### src/rtl/alu_share_arbiter.sv
// Two-port arbiter in front of one shared 32-bit ALU: latches the winning request, holds the ALU
// inputs for the op latency, then strobes the captured result back. Optional macro: ALU_ARB_FIXED_PRIO_EN.
module alu_share_arbiter #(
  parameter int unsigned MUL_CYCLES = 2
) (
  input  logic        clk_i,
  input  logic        rst_i,
  input  logic        req0_valid_i,
  output logic        req0_ready_o,
  input  logic [31:0] req0_data1_i,
  input  logic [31:0] req0_data2_i,
  input  logic [2:0]  req0_ctrl_i,
  input  logic        req1_valid_i,
  output logic        req1_ready_o,
  input  logic [31:0] req1_data1_i,
  input  logic [31:0] req1_data2_i,
  input  logic [2:0]  req1_ctrl_i,
  output logic        rsp0_valid_o,
  output logic        rsp1_valid_o,
  output logic [31:0] rsp_data_o,
  output logic        rsp_zero_o,
  output logic [31:0] alu_data1_o,
  output logic [31:0] alu_data2_o,
  output logic [2:0]  alu_ctrl_o,
  input  logic [31:0] alu_data_i,
  input  logic        alu_zero_i,
  output logic        busy_o
);

  typedef enum logic [1:0] {S_IDLE, S_EXEC, S_RESP} state_t;

  localparam logic [3:0] LP_MUL_CNT = 4'(MUL_CYCLES);
  localparam logic [2:0] LP_OP_MUL  = 3'b010;

  state_t      r_state;
  state_t      w_state_next;
  logic [31:0] r_op1;
  logic [31:0] r_op2;
  logic [2:0]  r_ctrl;
  logic        r_owner;
  logic [3:0]  r_cnt;
  logic [31:0] r_rsp_data;
  logic        r_rsp_zero;
  logic        w_accept;
  logic        w_grant0;
  logic        w_grant1;
  logic        w_hs;
  logic [31:0] w_sel_d1;
  logic [31:0] w_sel_d2;
  logic [2:0]  w_sel_ctrl;

  assign w_accept = (r_state != S_EXEC);

`ifdef ALU_ARB_FIXED_PRIO_EN
  assign w_grant0 = w_accept & req0_valid_i;
  assign w_grant1 = w_accept & req1_valid_i & ~req0_valid_i;
`else
  logic r_last_grant;
  // On contention the port that did not win last time gets the grant.
  assign w_grant0 = w_accept & req0_valid_i & (~req1_valid_i | r_last_grant);
  assign w_grant1 = w_accept & req1_valid_i & (~req0_valid_i | ~r_last_grant);

  always_ff @(posedge clk_i or posedge rst_i) begin
    if (rst_i) begin
      r_last_grant <= 1'b1;
    end else if (w_hs) begin
      r_last_grant <= w_grant1;
    end
  end
`endif

  assign w_hs       = w_grant0 | w_grant1;
  assign w_sel_d1   = w_grant1 ? req1_data1_i : req0_data1_i;
  assign w_sel_d2   = w_grant1 ? req1_data2_i : req0_data2_i;
  assign w_sel_ctrl = w_grant1 ? req1_ctrl_i  : req0_ctrl_i;

  always_ff @(posedge clk_i or posedge rst_i) begin
    if (rst_i) begin
      r_state <= S_IDLE;
    end else begin
      r_state <= w_state_next;
    end
  end

  always_comb begin
    w_state_next = r_state;
    req0_ready_o = w_grant0;
    req1_ready_o = w_grant1;
    rsp0_valid_o = 1'b0;
    rsp1_valid_o = 1'b0;
    busy_o       = 1'b0;
    case (r_state)
      S_IDLE: begin
        if (w_hs) w_state_next = S_EXEC;
      end
      S_EXEC: begin
        busy_o = 1'b1;
        if (r_cnt == 4'd1) w_state_next = S_RESP;
      end
      S_RESP: begin
        rsp0_valid_o = ~r_owner;
        rsp1_valid_o = r_owner;
        w_state_next = w_hs ? S_EXEC : S_IDLE;
      end
      default: w_state_next = S_IDLE;
    endcase
  end

  // Accept and execute are mutually exclusive, so EXEC takes priority without losing a handshake.
  always_ff @(posedge clk_i or posedge rst_i) begin
    if (rst_i) begin
      r_op1      <= '0;
      r_op2      <= '0;
      r_ctrl     <= '0;
      r_owner    <= 1'b0;
      r_cnt      <= '0;
      r_rsp_data <= '0;
      r_rsp_zero <= 1'b0;
    end else if (r_state == S_EXEC) begin
      r_cnt <= r_cnt - 4'd1;
      if (r_cnt == 4'd1) begin
        r_rsp_data <= alu_data_i;
        r_rsp_zero <= alu_zero_i;
      end
    end else if (w_hs) begin
      r_op1   <= w_sel_d1;
      r_op2   <= w_sel_d2;
      r_ctrl  <= w_sel_ctrl;
      r_owner <= w_grant1;
      r_cnt   <= (w_sel_ctrl == LP_OP_MUL) ? LP_MUL_CNT : 4'd1;
    end
  end

  assign alu_data1_o = r_op1;
  assign alu_data2_o = r_op2;
  assign alu_ctrl_o  = r_ctrl;
  assign rsp_data_o  = r_rsp_data;
  assign rsp_zero_o  = r_rsp_zero;

endmodule

### config.mk
export PLATFORM = sky130hd
export DESIGN_NAME = alu_share_arbiter
export DESIGN_NICKNAME = d
export VERILOG_FILES = /design/src/rtl/alu_share_arbiter.sv
export SDC_FILE = /design/constraint.sdc
export NUM_CORES = 1
export LEC_CHECK = 0
export ABC_AREA = 1
export CELL_PAD_IN_SITES_DETAIL_PLACEMENT = 0
export CELL_PAD_IN_SITES_GLOBAL_PLACEMENT = 1
export CORE_MARGIN = 3
export CORE_UTILIZATION = 28
export CTS_CLUSTER_SIZE = 25
export DETAILED_ROUTE_END_ITERATION = 6
export HOLD_SLACK_MARGIN = 0.1
export PLACE_DENSITY = 0.83
export RECOVER_POWER = 100
export SLEW_MARGIN = 20
export SYNTH_ARGS = -nofsm -noshare
export SYNTH_HDL_FRONTEND = slang
export SYNTH_SLANG_ARGS = --single-unit
### constraint.sdc
create_clock -name clk_i -period 5.4 [get_ports clk_i]
set_clock_uncertainty 0.1 [all_clocks]
set_input_delay 1.62 -clock clk_i [delete_from_list [all_inputs] [get_ports clk_i]]
set_output_delay 1.62 -clock clk_i [all_outputs]
set_load 0.005 [all_outputs]
* Yosys cells after proc, flatten, opt, wreduce, memory -nomap -nowiden *
Cells that the tools add are included.

storage, ports and cells
  register bits after elaboration = 108
  logic and storage cells = 47

cells by class
  mux-type cells = 13
  eq/ne operators = 7
  reduce and logical (&&, ||, !) cells = 5
  bitwise gates (word level) = 12
  $add $sub $neg = 1

operators by type and width
  operator                                          number
  two-way mux 32 bit                                2
  two-way mux 4 bit                                 2
  two-way mux 2 bit                                 3
  one-hot mux 2 bit (3 select lines)                1
  AND reduction 2 bit                               3
  inverter 1 bit                                    5
  bitwise AND 1 bit                                 4
  == test 4 x 1 -> 1 bit, second input constant     1
  two-way mux 1 bit                                 4
  != test 2 bit, second input constant              2
  subtractor 4 x 1 -> 4 bit, second input constant  1
  == test 3 x 2 -> 1 bit, second input constant     1
  two-way mux 3 bit                                 1
  bitwise OR 1 bit                                  3
  == test 2 x 1 -> 1 bit, second input constant     1
  == test 2 bit, second input constant              1
  zero test 2 bit                                   1
  != test 2 x 1 -> 1 bit, second input constant     1
  nonzero test 2 bit                                1

* Depth between registers and ports, before layout *
Gate-level depths: netlist of run 1.

  word-level depth = 8
  mapped depth = 10

* Least setup slack after synthesis of run 1 *
OpenSTA, ideal clock, no wires.

  path kind = input port to output port
  start = input req0_valid_i
  end = output req1_ready_o
  arrival time = 2.079 ns
  required time = 3.680 ns
  path slack = 1.601 ns
  stages on the path = 4
  path buffers = 1
  cell sequence = nand2_2 nand3_4 inv_2 buf_2

on the way
  word-level cells in the longest chain between the ends = 3

ends and longest elaborated chain
  element            line  text
  start, declared    8     input logic req0_valid_i,
  inverter 1 bit     61    assign w_grant1 = w_accept & req1_valid_i & (~req0_valid_i | ~r_last_grant);
  bitwise OR 1 bit   61
  bitwise AND 1 bit  61
  end, declared      14    output logic req1_ready_o,

Every way passes these cells.

* Worst setup path in the final report of run 1 *
Same ends and word-level chain as after synthesis.

==> metrics.yaml, run 1 <==
ant_nets: 0
slew_headroom: -0.689
fp.dieW_um: 143
via_per_inst: 4.48
clockBufferDepth: 2
synth_edf_count: 0
numCtsBuffers: 9
peakVddDrop_v: 0.000253
synth_cells: 564
synth_cell_types: 25
dr.pass1.iters: 4
post_drt_wl_per_cell_um: 15.3
grt_pass1_vias: 4502
fmax_mhz: 202
cts_tree: "done"
yosysMostFrequentCell: "nand2_1"
place.gp.congestion: 0.772
maxCapViolCount: 3
r2r_end: "rsp_data_o[22]"
synth_area_per_cell_um2: 9.30
cts.repair.resized: 0
rsz0062_at_grt: "no"
synth_top_family_by_area: "simple AND/OR/NAND/NOR gates"
dr.first_iter.drc_count: 216
hold_end: "rsp_data_o[27]"
worstMarginPinSlew_ps: 2520
synth-seq-cells: 108
synth_xor_area_frac: 0
start_kind: "primary input"
syn-num-nets: 737
period_share: 0.918
synth_compound_area_frac: 0.179
mappedNetlistArea_um2: 5240
hold_class: "flop to flop"
fin_nets: 993
port-buffer-count: 275
synth-async-reset-ratio: 1.00
critPathKind: "primary input to primary output"
worstRegToRegCells: 6
cts_num_sinks: 108
drc: 0
cp_max_fo: 13
layout_min_cycle_time_ps: 4960
area_delta_synth_final_pct: 58.2
cts_setup_buffers: 0
grt_usage: 0.155
r2r_slack_ps: 1100
stdcell_count: 1054
run_status: "complete, but fails checks"
synth_fa_ha_area_frac: 0.00477
grt_antenna_before_repair: 0
synth.yosys.seq_area_share: 0.516
powerDensity_nw_per_um2: 519
synthTopCellsByCount: "nand2_1 (129), dfrtp_1 (107), nor2_1 (72), a21oi_2 (57), nand2_2 (52)"
hold_depth: 2
grt_start_max_net_pins: 71
min_from: "rsp_data_o[27]"
rows: 49
die_area_um2: 20400
dp_hpwl_mm: 11.2
reg2reg_from: "r_state[1]"
hold_buffers: 0
crit_path_start: "req0_valid_i"
final_util: 0.456
synth_top_cells_by_area: "dfrtp_1 (51%), a21oi_2 (9.5%), nand2_1 (9.2%)"
muxShareOfSynthArea: 0
yosys_warnings: 0
wl_mm: 16.2
hold_viol_final: 0
tns_ps: 0
grt_pass1_wl_mm: 25.0
endpoint_kind: "primary output"
cts.clk_slew.worst_paths_ps: 70
synthSimpleGateAreaFrac: 0.229
clock_latency_ps: 340
fp.coreArea_um2: 18200
cts_root_buf: "clkbuf_16"
drive_gt1_frac: 0.173
drv_slew: 161
yosysTopAreaCellShare: 0.511
initial_core_util: 0.288
worstPathRequired_ps: 3680
yosys.area.top_type: "dfrtp_1"
violations: "capacitance limit, slew limit"
setup_viol: 0
grt_overflow: 0
htreeDepth: 3
leakagePower_nw: 3.49
num_antenna_cells: 0
pin_count: 276
arrival_ps: 3240
die_y_um: 143
synthFlopType: "dfrtp_1"
dpl.cell_count: 1038
routed-via-count: 4720
==> worst max-delay path by stage <==
stage                                  to  slack [ps]  cells after the start
after floorplan             alu_ctrl_o[0]         840                      1
after global placement       req1_ready_o         610                      5
after detailed placement     req1_ready_o         580                      5
after CTS                    req1_ready_o         570                      5
after global routing      alu_data2_o[25]         270                      8
final                        req1_ready_o         440                      5
==> final cells by class <==
cell class                      count  area (µm²)
Sequential cell                   108        2700
Fill cell                        1794        9910
Inverter                           14        55.1
Clock buffer                       13         260
Clock inverter                      3        45.0
Tap cell                          229         287
Multi-Input combinational cell    407        2150
Timing Repair Buffer              280        2800
==> critical path, stage by stage <==
cell and delay [ps]:
dlygate4sd3_1 590, nand2_1 200, nand3_4 100, clkinv_2 190, clkdlybuf4s50_1 540
==> layout by cell type (no fill, tap or decap), types with 2 or more instances in the layout <==
| master | count |
|---|---|
| a21oi_1 | 8 |
| a21oi_2 | 56 |
| a31oi_1 | 2 |
| buf_4 | 2 |
| clkbuf_1 | 2 |
| clkbuf_16 | 9 |
| clkbuf_8 | 2 |
| clkdlybuf4s50_1 | 170 |
| clkinvlp_4 | 2 |
| dfrtp_1 | 107 |
| dlygate4sd3_1 | 105 |
| ha_1 | 2 |
| inv_1 | 12 |
| nand2_1 | 131 |
| nand2_2 | 50 |
| nand3_1 | 6 |
| nand3_4 | 2 |
| nand4_1 | 3 |
| nor2_1 | 73 |
| o21ai_0 | 21 |
| o21ai_1 | 40 |
| o21ai_2 | 10 |
| or2_2 | 2 |
==> cells by family after synthesis <==
| kind of cell | Yosys count |
|---|---|
| adders and majority gates | 2 |
| AOI/OAI and AO/OA | 137 |
| and+or+nand+nor | 268 |
| DFF | 108 |
| buffers and inverters | 49 |
==> where the power goes <==
group | switching [mW] | internal, mW
Sequential | 0.198 | 1.23
Clock | 0.309 | 0.387
Combinational | 1.12 | 1.06
==> registers in the layout, indices dropped and copies added, names as in the netlist <==
signal and flops:
r_cnt 4, rsp_zero_o 1, alu_ctrl_o 3, alu_data1_o 32
r_last_grant 1, rsp_data_o 32, r_state 2, alu_data2_o 32
r_owner 1
==> layer usage <==
layer  up-vias  wire length [µm]  GRT usage
met4         0               312     0.0420
met1      2218              6930      0.199
met5         -                 0          0
met2       151              7870      0.252
met3        19              1060     0.0519
li1       2332                 -          -
==> metrics by stage <==
| step | area, µm² | worst slack, ps | hold WS (ps) | total power [mW] |
|---|---|---|---|---|
| finish | 8300 | 442 | 367 | 4.31 |
| global route | 8300 | 269 | 386 | 4.69 |
| CTS | 8330 | 574 | 376 | 4.56 |
| detailed placement | 8030 | 581 | 358 | 3.85 |
| global placement | 8030 | 609 | 354 | 3.82 |
| floorplan | 5240 | 836 | 359 | 2.74 |
Note: power is estimated with default switching activity, not from simulation.
==> run 2, diff against run 1 <==
PLACE_DENSITY = default   (was 0.83)
PLACE_DENSITY_LB_ADDON = 0.1   (was default)
==> run 2 against run 1 <==
Compared with the run above:
- the run still ends with capacitance limit, slew limit left
- sequential share of layout area about the same
- combinational power up 2%
- cell area down 0.14%
- sequential power about the same
- global-route usage up 1.2 points
- maximum frequency up 1.5%
- setup slack better by 72 ps
- wire length up 7.8%
==> metrics.yaml, run 2 (same netlist as run 1, synthesis figures left out) <==
placed_cell_area_um2: 8010  # -0.16%
cts.clk_slew.worst_paths_ps: 70  # about the same
maxCapViolCount: 2  # -1
multi_input_area_um2: 2150  # +0.17%
grt_start_max_net_pins: 74  # +4.2%
post_drt_wl_per_cell_um: 16.5  # +7.8%
grt_pass1_vias: 4848  # +7.7%
final_cell_area_um2: 8290  # -0.14%
dr.pass1.iters: 4  # unchanged
final_common_cell: "clkdlybuf4s50_1"
setup_viol: 0  # unchanged
slew_headroom: -0.538  # +0.151
worstPathRequired_ps: 3680  # about the same
drive_gt1_frac: 0.177  # +0.00364
peakVddDrop_v: 0.000213  # -16%
cts.repair.resized: 0  # unchanged
via_per_inst: 4.52  # +0.87%
cp_max_fo: 4  # -9
drv_slew: 107  # -34%
pin_count: 276  # unchanged
place.gp.congestion: 0.761  # -1.4%
dr.first_iter.drc_count: 169  # -22%
setup_ws_ps: 514  # +72.0 ps
initial_core_util: 0.288  # unchanged
rows: 49  # unchanged
run_status: "complete, but fails checks"
leakagePower_nw: 3.49  # about the same
pwr-share-clk: 0.151  # -0.010
start_kind: "primary input"
drc: 0  # unchanged
p_comb_frac: 0.515  # +0.009
fp.dieW_um: 143  # unchanged
final_cell_mix: "clkdlybuf4s50_1 (169), nand2_1 (131), dfrtp_1 (107), dlygate4sd3_1 (106), nor2_1 (73)"
pre_cts_ws_ps: 642  # +61.2 ps
wl_mm: 17.4  # +7.8%
rsz0062_at_grt: "no"
critPathKind: "primary input to primary output"
endpoint_kind: "primary output"
cts_root_buf: "clkbuf_16"
seqPwrFrac: 0.334  # +0.002
grt_antenna_before_repair: 0  # unchanged
violations: "capacitance limit, slew limit"
switchingPower_mw: 1.67  # +2.8%
area_delta_synth_final_pct: 58.0
fmax_mhz: 205  # +1.5%
worstMarginPinSlew_ps: 2300  # -222 ps
p_sw_frac: 0.388  # +0.0104
cts_setup_buffers: 0  # unchanged
regArea_um2: 2700  # unchanged
routed-via-count: 4761  # +0.87%
fp.coreArea_um2: 18200  # unchanged
die_area_um2: 20400  # unchanged
powerDensity_nw_per_um2: 520  # +0.16%
clock_latency_ps: 350  # about the same
intPower_mw: 2.64  # -1.6%
hold_viol_final: 0  # unchanged
port-buffer-count: 275  # unchanged
hold_buffers: 0  # unchanged
arrival_ps: 3170  # -70 ps
fill_cells: 1759  # -2.0%
htreeDepth: 3  # unchanged
ant_nets: 0  # unchanged
die_y_um: 143  # unchanged
cts_tree: "done"
num_antenna_cells: 0  # unchanged
hold_class: "flop to flop"
clockBufferDepth: 2  # unchanged
numCtsBuffers: 9  # unchanged
layout_min_cycle_time_ps: 4890  # -72.0 ps
grt_pass1_wl_mm: 26.8  # +6.8%
hold_slack_ps: 366  # -0.645 ps
cts_num_sinks: 108  # unchanged
final_util: 0.455  # -0.000619
grt_overflow: 0  # unchanged
period_share: 0.905  # -0.0133
fin_nets: 994  # +0.10%
grt_usage: 0.167  # +0.0123
dp_hpwl_mm: 12.1  # +8.2%
tns_ps: 0  # unchanged
## run 2: final cells by class
cell class / count / share of cell area
Timing Repair Buffer: 281 / 0.339
Multi-Input combinational cell: 407 / 0.260
Clock buffer: 11 / 0.0305
Inverter: 14 / 0.00664
Clock inverter: 4 / 0.00393
Tap cell: 229 / 0.0346
Sequential cell: 108 / 0.326
## run 2: power groups by stage
stage | Sequential [mW] | Clock (mW) | Combinational [mW]
2_1_floorplan | 1.49 | 0 | 1.25
5_1_grt | 1.49 | 0.718 | 2.48
3_3_place_gp | 1.45 | 0 | 2.38
6_report | 1.44 | 0.651 | 2.22
3_5_place_dp | 1.47 | 0 | 2.41
4_1_cts | 1.46 | 0.678 | 2.42
## run 2: final timing paths
check,to,cells past startpoint,start,slack (ps)
min,rsp_data_o[14],2,rsp_data_o[14],370
max reg2reg,rsp_data_o[13],6,r_state[1],1110
max in group asynchronous,alu_data1_o[18],4,rst_i,1540
min reg2reg,rsp_data_o[14],2,rsp_data_o[14],370
max,req1_ready_o,5,req0_valid_i,510
min in group asynchronous,rsp_data_o[8],2,rst_i,1780
## run 2: per-stage QoR
step | std cells | total power, mW
after floorplan | 564 | 2.74
after global placement | 1038 | 3.83
after detailed placement | 1038 | 3.88
after CTS | 1053 | 4.56
after global routing | 1054 | 4.69
final | 1054 | 4.31
## run 2: routing by layer
metal	global-route usage	vias up	wire (µm)
met3	0.0536	18	1440
li1	-	2331	-
met5	0	-	0
met4	0.0580	0	316
met1	0.213	2223	7390
met2	0.269	189	8290
## run 2: worst max-delay path, cell delays in order
cell and delay [ps]:
dlygate4sd3_1 610, nand2_1 170, nand3_4 130, clkinv_2 60
dlygate4sd3_1 580
